File: config.mk
export PLATFORM = sky130hd
export DESIGN_NAME = alu_wb_stage
export DESIGN_NICKNAME = d
export VERILOG_FILES = /design/src/rtl/alu_wb_stage_pkg.sv /design/src/rtl/alu_wb_stage_core.sv /design/src/rtl/alu_wb_stage.sv
export SDC_FILE = /design/constraint.sdc
export NUM_CORES = 1
export LEC_CHECK = 0
export CORE_AREA = 4 4 103 105
export DETAILED_ROUTE_END_ITERATION = 8
export DIE_AREA = 0 0 107 109
export PLACE_DENSITY = 0.57
export SETUP_SLACK_MARGIN = 0.3
export SYNTH_ARGS = -nofsm -noshare
export SYNTH_HDL_FRONTEND = slang
export SYNTH_SLANG_ARGS = --single-unit
File: constraint.sdc
create_clock -name clock -period 8.8 [get_ports clock]
set_input_delay 1.76 -clock clock [delete_from_list [all_inputs] [get_ports clock]]
set_output_delay 1.76 -clock clock [all_outputs]
set_load 0.05 [all_outputs]
File: src/rtl/alu_wb_stage_pkg.sv
// Shared definitions for the ALU/STATUS write-back stage: opcodes, FSM states, flag bit positions.
package alu_wb_stage_pkg;

  typedef enum logic [3:0] {
    OP_ADD  = 4'd0,
    OP_SUB  = 4'd1,
    OP_AND  = 4'd2,
    OP_IOR  = 4'd3,
    OP_XOR  = 4'd4,
    OP_COM  = 4'd5,
    OP_INC  = 4'd6,
    OP_DEC  = 4'd7,
    OP_RLF  = 4'd8,
    OP_RRF  = 4'd9,
    OP_SWAP = 4'd10,
    OP_MOVF = 4'd11,
    OP_MOVW = 4'd12,
    OP_CLR  = 4'd13
  } opcode_t;

  typedef enum logic [1:0] {
    ST_IDLE = 2'd0,
    ST_EXEC = 2'd1,
    ST_WB   = 2'd2
  } state_t;

  // Flag vectors are ordered {Z, DC, C}, matching status_in.
  localparam int FLAG_C  = 0;
  localparam int FLAG_DC = 1;
  localparam int FLAG_Z  = 2;

endpackage

File: src/rtl/alu_wb_stage_core.sv
// Combinational ALU: result, candidate flags and the mask of flags each opcode is allowed to update.
module alu_wb_stage_core
  import alu_wb_stage_pkg::*;
#(
  parameter int WIDTH = 8
) (
  input  logic [3:0]       op,
  input  logic [WIDTH-1:0] a,
  input  logic [WIDTH-1:0] b,
  input  logic             c_in,
  output logic [WIDTH-1:0] y,
  output logic             c,
  output logic             dc,
  output logic             z,
  output logic [2:0]       mask
);

  logic [WIDTH:0] sum;

  always_comb begin
    sum  = '0;
    y    = b;
    c    = c_in;
    dc   = 1'b0;
    mask = 3'b000;
    case (opcode_t'(op))
      OP_ADD: begin
        sum  = {1'b0, a} + {1'b0, b};
        y    = sum[WIDTH-1:0];
        c    = sum[WIDTH];
        // carry into bit 4 recovered from the sum bit and both operand bits
        dc   = y[4] ^ a[4] ^ b[4];
        mask = 3'b111;
      end
      OP_SUB: begin
        sum  = {1'b0, b} + {1'b0, ~a} + (WIDTH+1)'(1);
        y    = sum[WIDTH-1:0];
        c    = sum[WIDTH];
        dc   = y[4] ^ ~a[4] ^ b[4];
        mask = 3'b111;
      end
      OP_AND:  begin y = a & b;  mask = 3'b100; end
      OP_IOR:  begin y = a | b;  mask = 3'b100; end
      OP_XOR:  begin y = a ^ b;  mask = 3'b100; end
      OP_COM:  begin y = ~b;     mask = 3'b100; end
      OP_INC:  begin y = b + WIDTH'(1); mask = 3'b100; end
      OP_DEC:  begin y = b - WIDTH'(1); mask = 3'b100; end
      OP_RLF:  begin y = {b[WIDTH-2:0], c_in}; c = b[WIDTH-1]; mask = 3'b001; end
      OP_RRF:  begin y = {c_in, b[WIDTH-1:1]}; c = b[0];       mask = 3'b001; end
      OP_SWAP: y = {b[WIDTH/2-1:0], b[WIDTH-1:WIDTH/2]};
      OP_MOVF: mask = 3'b100;
      OP_MOVW: y = a;
      OP_CLR:  begin y = '0; mask = 3'b100; end
      default: ;
    endcase
  end

  assign z = (y == '0);

endmodule

File: src/rtl/alu_wb_stage.sv
// Sequenced ALU stage: latches operands, registers the result and issues a single write-back pulse.
// state | meaning: IDLE wait for start; EXEC compute and register; WB pulse write enable/done, commit flags
module alu_wb_stage
  import alu_wb_stage_pkg::*;
#(
  parameter int WIDTH = 8
) (
  input  logic             clock,
  input  logic             reset,
  input  logic             start,
  input  logic [3:0]       opcode,
  input  logic             dest_f,
  input  logic [WIDTH-1:0] op_a,
  input  logic [WIDTH-1:0] op_b,
  input  logic             status_load,
  input  logic [2:0]       status_in,
  output logic [WIDTH-1:0] result,
  output logic             w_write_en,
  output logic             f_write_en,
  output logic             busy,
  output logic             done,
  output logic             status_c,
  output logic             status_dc,
  output logic             status_z
);

  state_t           state_q, state_d;
  logic [3:0]       op_q;
  logic             dest_q;
  logic [WIDTH-1:0] a_q, b_q;
  logic [2:0]       flags_q, calc_q, mask_q;
  logic [WIDTH-1:0] core_y;
  logic             core_c, core_dc, core_z;
  logic [2:0]       core_mask;

  alu_wb_stage_core #(.WIDTH(WIDTH)) u_core (
    .op   (op_q),
    .a    (a_q),
    .b    (b_q),
    .c_in (flags_q[FLAG_C]),
    .y    (core_y),
    .c    (core_c),
    .dc   (core_dc),
    .z    (core_z),
    .mask (core_mask)
  );

  always_ff @(posedge clock) begin
    if (reset) begin
      state_q <= ST_IDLE;
      op_q    <= '0;
      dest_q  <= 1'b0;
      a_q     <= '0;
      b_q     <= '0;
      result  <= '0;
      calc_q  <= '0;
      mask_q  <= '0;
      flags_q <= '0;
    end else begin
      state_q <= state_d;
      if (state_q == ST_IDLE && start) begin
        op_q   <= opcode;
        dest_q <= dest_f;
        a_q    <= op_a;
        b_q    <= op_b;
      end
      if (state_q == ST_EXEC) begin
        result <= core_y;
        calc_q <= {core_z, core_dc, core_c};
        mask_q <= core_mask;
      end
      // a direct STATUS write overrides the ALU's flag commit
      if (status_load)
        flags_q <= status_in;
      else if (state_q == ST_WB)
        flags_q <= (mask_q & calc_q) | (~mask_q & flags_q);
    end
  end

  always_comb begin
    state_d    = state_q;
    w_write_en = 1'b0;
    f_write_en = 1'b0;
    busy       = 1'b0;
    done       = 1'b0;
    case (state_q)
      ST_IDLE: if (start) state_d = ST_EXEC;
      ST_EXEC: begin
        busy    = 1'b1;
        state_d = ST_WB;
      end
      ST_WB: begin
        busy       = 1'b1;
        done       = 1'b1;
        w_write_en = ~dest_q;
        f_write_en = dest_q;
        state_d    = ST_IDLE;
      end
      default: state_d = ST_IDLE;
    endcase
  end

  assign status_c  = flags_q[FLAG_C];
  assign status_dc = flags_q[FLAG_DC];
  assign status_z  = flags_q[FLAG_Z];

endmodule

# == Word-level counts from Yosys, hierarchy flattened ==
# Index checks and enable logic that the tools add are counted.
# totals
output_inout_bits,15
wordCells,66
ff_bits,40
inputBits,28
# op_classes
mux,12
bitwise,15
eq_ne,16
reduce_logical,9
add_sub_neg,5
# ops
cell,n
8-bit case mux with 13 select lines,1
"4-bit == test, second input constant",6
8-bit by 8-bit adder with 9-bit output,2
"4-bit by 3-bit == test with 1-bit output, second input constant",4
8-bit NOT,2
"9-bit by 1-bit adder with 9-bit output, second input constant",1
3-bit case mux with 3 select lines,1
"8-bit by 1-bit adder with 8-bit output, second input constant",1
8-bit AND,1
"4-bit by 2-bit == test with 1-bit output, second input constant",2
8-bit zero test,1
8-bit bitwise OR,1
8-bit OR reduction,1
"8-bit by 1-bit subtractor with 8-bit output, second input constant",1
8-bit bitwise XOR,1
3-bit AND,2
3-bit two-way mux,2
2-bit OR reduction,3
"4-bit by 1-bit == test with 1-bit output, second input constant",1
4-bit zero test,1
1-bit two-way mux,4
1-bit case mux with 4 select lines,1
2-bit case mux with 2 select lines,1
1-bit bitwise XOR,4
other kinds (11),12

# == Depth between registers and ports, before layout ==
# logic_depth
ltp_word,6
ltp_mapped,12
depth_no_buf,11

# == Hierarchy ==
# Synthesis repeated with hierarchy kept, for this count alone.
# hier_totals
hier_cells,512
hier_area_um2,3876.2
# modules_own_cells
module,instances,cells_per_inst,area_each_um2,seq_area_each_um2
alu_wb_stage_core,1,342,2339.7,0.0
alu_wb_stage,1,170,1536.5,800.8

# == Worst setup path after synthesis ==
# OpenSTA, ideal clock, no wires.
# synth_path
path_kind,register to output
from,register state_q[0]
to,output w_write_en
setup_slack_ns,5.251
stages_incl_launch_ff,4
t_arrival_ns,1.789
n_path_buf,0
required_time_ns,7.040
cell_sequence,dfxtp_1 > inv_1 > ha_1 > nor2b_1
# synth_between
elab_chain_len,2
# synth_lines
element,line_no,text
from (decl),alu_wb_stage.sv:27,"state_t state_q, state_d;"
from (signal assigned),alu_wb_stage.sv:60,state_q <= state_d;
2-bit == test,alu_wb_stage.sv:86,case (state_q)
1-bit two-way mux,alu_wb_stage.sv:86,
to (decl),alu_wb_stage.sv:18,"output logic w_write_en,"
# No other way between the ends.

# == Worst setup path after layout ==
# layout_path
from,register state_q[0]
to,output f_write_en
# layout_between
elab_chain_len,2
# layout_lines
element,line_no,text
2-bit == test,alu_wb_stage.sv:86,
1-bit two-way mux,alu_wb_stage.sv:86,
to (decl),alu_wb_stage.sv:19,"output logic f_write_en,"
# No other way between the ends.

==> flow_summary.toml <==
[yosys]
synth.most_common_cell = "nand2_1"
syn_area_um2 = 3812
yosysSeqAreaShare = 0.2100
synth_nets = 583
synth_xor_area_frac = 0.01608
syn-mean-instance-area_um2 = 7.289
yosys.area.top_type = "dfxtp_1"
synthDominantCellAreaShare = 0.2100
synth-edff-count = 0
synthSimpleGateAreaFrac = 0.2767
synth_fa_ha_area_frac = 0.1090
ys_top_cells_by_count = "71 x nand2_1, 48 x a21oi_1, 46 x nor2_1"
yosys_most_used_dff = "dfxtp_1"
postSynthCellCount = 523
ys_ff_latch = 40
synth-warning-count = 0
synth_top_family_by_area = "simple AND/OR/NAND/NOR gates"
synthTopCellsByArea = "dfxtp_1 21%, ha_1 9.8%, nand2_1 7.0%"
muxShareOfSynthArea = 0.04266
synth_compound_area_frac = 0.2652
async_reset_ff_frac = 0
synthDistinctLibCells = 72

[sta]
tns_ns = 0
fin_skew_ns = 0.006562
maxSlewHeadroom = 0.3491
final_max_slew_viol_count = 0
fin_crit_sh = 0.4364
hold_violations = 0
setup_ws_ns = 4.960
period_minus_slack_ns = 3.840
worst_pin_slew_ns = 0.9744
fmaxAchievable_mhz = 260.4
rsz0062_at_grt = "no"
setup_viol = 0

[detailed_routing]
drc = 0
antenna_left = 0
drt_pre_antenna_iters = 5
drt_iter0_drc = 320
routed_wl_mm = 11.46
wl_per_cell_um = 17.08
dr_total_vias = 3874
viasPerCell = 5.773

[global_route]
track_usage = 0.2029
grt_antenna_before_repair = 0
overflow = 0
grt_pass1_wl_mm = 19.02
grt_max_degree = 47
grt_pass1_vias = 3686

[critical_path]
critPathArrivalTime_ns = 2.08
cp_slowest_cell = "clkdlybuf4s50_1"
worstSetupPathType = "reg -> out"
slowest_delay_ns = 0.80
cp_top_family = "buffers and inverters"
critPathBufInv = 2
required_ns = 7.04
cp_max_fo = 9
cp_cell_sequence = "inv_1, ha_1, and2_1, clkdlybuf4s50_1"
critPathLaunchType = "flip-flop"
crit_path_end_kind = "output pin"

[floorplanning]
start_util = 0.3955
ioPinCount = 43
fp-row-count = 36
coreArea_um2 = 9639
die_x_um = 107
dieArea_um2 = 11660
die_y_um = 109

[power_and_ir_drop]
p_sw_frac = 0.4112
clock_power_share = 0.229
p_leak_nw = 1.555
p_seq_frac = 0.318
p_sw_mw = 0.2923
combPwrFrac = 0.453
powerDensity_nw_per_um2 = 163.0
ir_drop_mv = 0.08278
p_int_mw = 0.4185

[clock_tree]
cts_hold_buf = 0
cts_tree = "done"
clk_latency_ns = 0.30
h-tree-depth = 2
clock-sinks = 40
cts_resized = 0
clockBufferDepth = 2
cts_root_buffer = "clkbuf_8"
cts_setup_buffers = 0
clkTransAtPathRegs_ns = 0.08
numCtsBuffers = 5

[job]
drv_cap = 0

[placement]
numPortBuffers = 42
gp_congestion = 0.8747
place_ws_ns = 5.262
hpwlAfterDp_mm = 8.497
dp.cells = 663

[final_layout]
antennaDiodeCount = 0
area_growth_pct = 14.37
final_util = 0.4524
nets = 597
layout.cells.non_filler = 671
drive_gt1_frac = 0.05204

[status]
status = "finished, final reports clean"

[min_path]
hold_class = "reg -> reg"
logic make-up (layout without fill, tap and decap cells):
kind of cell | Yosys count | count (layout)
flip-flops | 40 | 40
AO/OA/AOI/OAI | 151 | 151
multiplexers | 16 | 16
adder cells (fa/ha/maj) | 32 | 32
XOR/XNOR | 7 | 7
AND/OR/NAND/NOR | 208 | 208
buffers and inverters | 69 | 84
worst paths after layout:
path / startpoint / cells past startpoint / to / slack [ns]
setup / recovery: state_q[0] / 4 / f_write_en / 4.96
setup reg to reg: b_q[1] / 10 / result[5] / 5.33
hold reg to reg: result[7] / 2 / result[7] / 0.47
hold / removal: result[7] / 2 / result[7] / 0.47
cell type report:
type                    instances  area, um^2
fillers                      1038        5279
multi-input cells             414        2705
flip-flops and latches         40       800.8
repair buffers                 47       457.9
well taps                     133       166.4
inverters                      29       108.9
clock buffers                   6       82.58
clock inverters                 2       38.79
stage by stage:
stage | instance area, um^2 | hold slack [ns] | power [mW]
final | 4360 | 0.4717 | 0.7108
after global routing | 4360 | 0.5133 | 0.7623
after CTS | 4360 | 0.4743 | 0.7142
after detailed placement | 4239 | 0.4591 | 0.5506
after global placement | 4239 | 0.4619 | 0.5445
after floorplan | 3812 | 0.4451 | 0.4639
power by group through the flow:
stage,Combinational (mW),Clock [mW],Sequential [mW]
after global routing,0.358,0.174,0.231
after floorplan,0.230,0,0.234
final,0.322,0.163,0.226
after global placement,0.314,0,0.230
after CTS,0.321,0.167,0.227
after detailed placement,0.320,0,0.231
layer usage:
layer / wire length (um) / global-route usage / vias up
li1: - / - / 1895
met1: 5213 / 0.2793 / 1816
met2: 5346 / 0.3323 / 137
met3: 639 / 0.02191 / 26
met4: 261 / 0.06758 / 0
met5: 0 / 0 / -
sequential cells by signal (all words and copies together) (netlist names), named ones only:
signal   count
a_q          8
b_q          8
result       8
op_q         4
calc_q       3
mask_q       3
state_q      2
dest_q       1
placed cells by master (no fill, tap or decap), types with 3 or more instances in the layout:
cell	Yosys	final
nand2_1	71	71
a21oi_1	48	48
nor2_1	46	46
clkdlybuf4s50_1	0	42
dfxtp_1	40	40
ha_1	30	30
inv_1	28	28
o21ai_0	22	22
nand2b_1	16	16
nor2b_1	15	15
mux2i_1	14	14
o211ai_1	10	10
nor3_1	9	9
a211oi_1	8	8
nand3_1	7	7
clkbuf_8	0	6
xnor2_1	5	5
nand3b_1	5	5
o22ai_1	5	5
a22oi_1	5	5
a31oi_1	5	5
buf_4	2	5
or3_1	4	4
nand4_1	4	4
o31ai_1	4	4
nor3b_1	4	4
a32oi_1	4	4
nand4b_1	3	3
nor4bb_1	3	3
o21ai_1	3	3
or4_1	3	3
nor4_1	3	3
a2bb2oi_1	3	3
a221oi_1	3	3
o2bb2ai_1	3	3
a21o_1	3	3
worst reg2reg max path, delay by kind of cell (launching register included):
kind	cells	cell delay, ns
DFF	1	0.65
adders and majority gates	1	0.37
buffers and inverters	1	0.25
and+or+nand+nor	3	0.50
AOI/OAI and AO/OA	4	1.52
muxes	1	0.13
No activity file was read; power rests on OpenSTA's default activity.
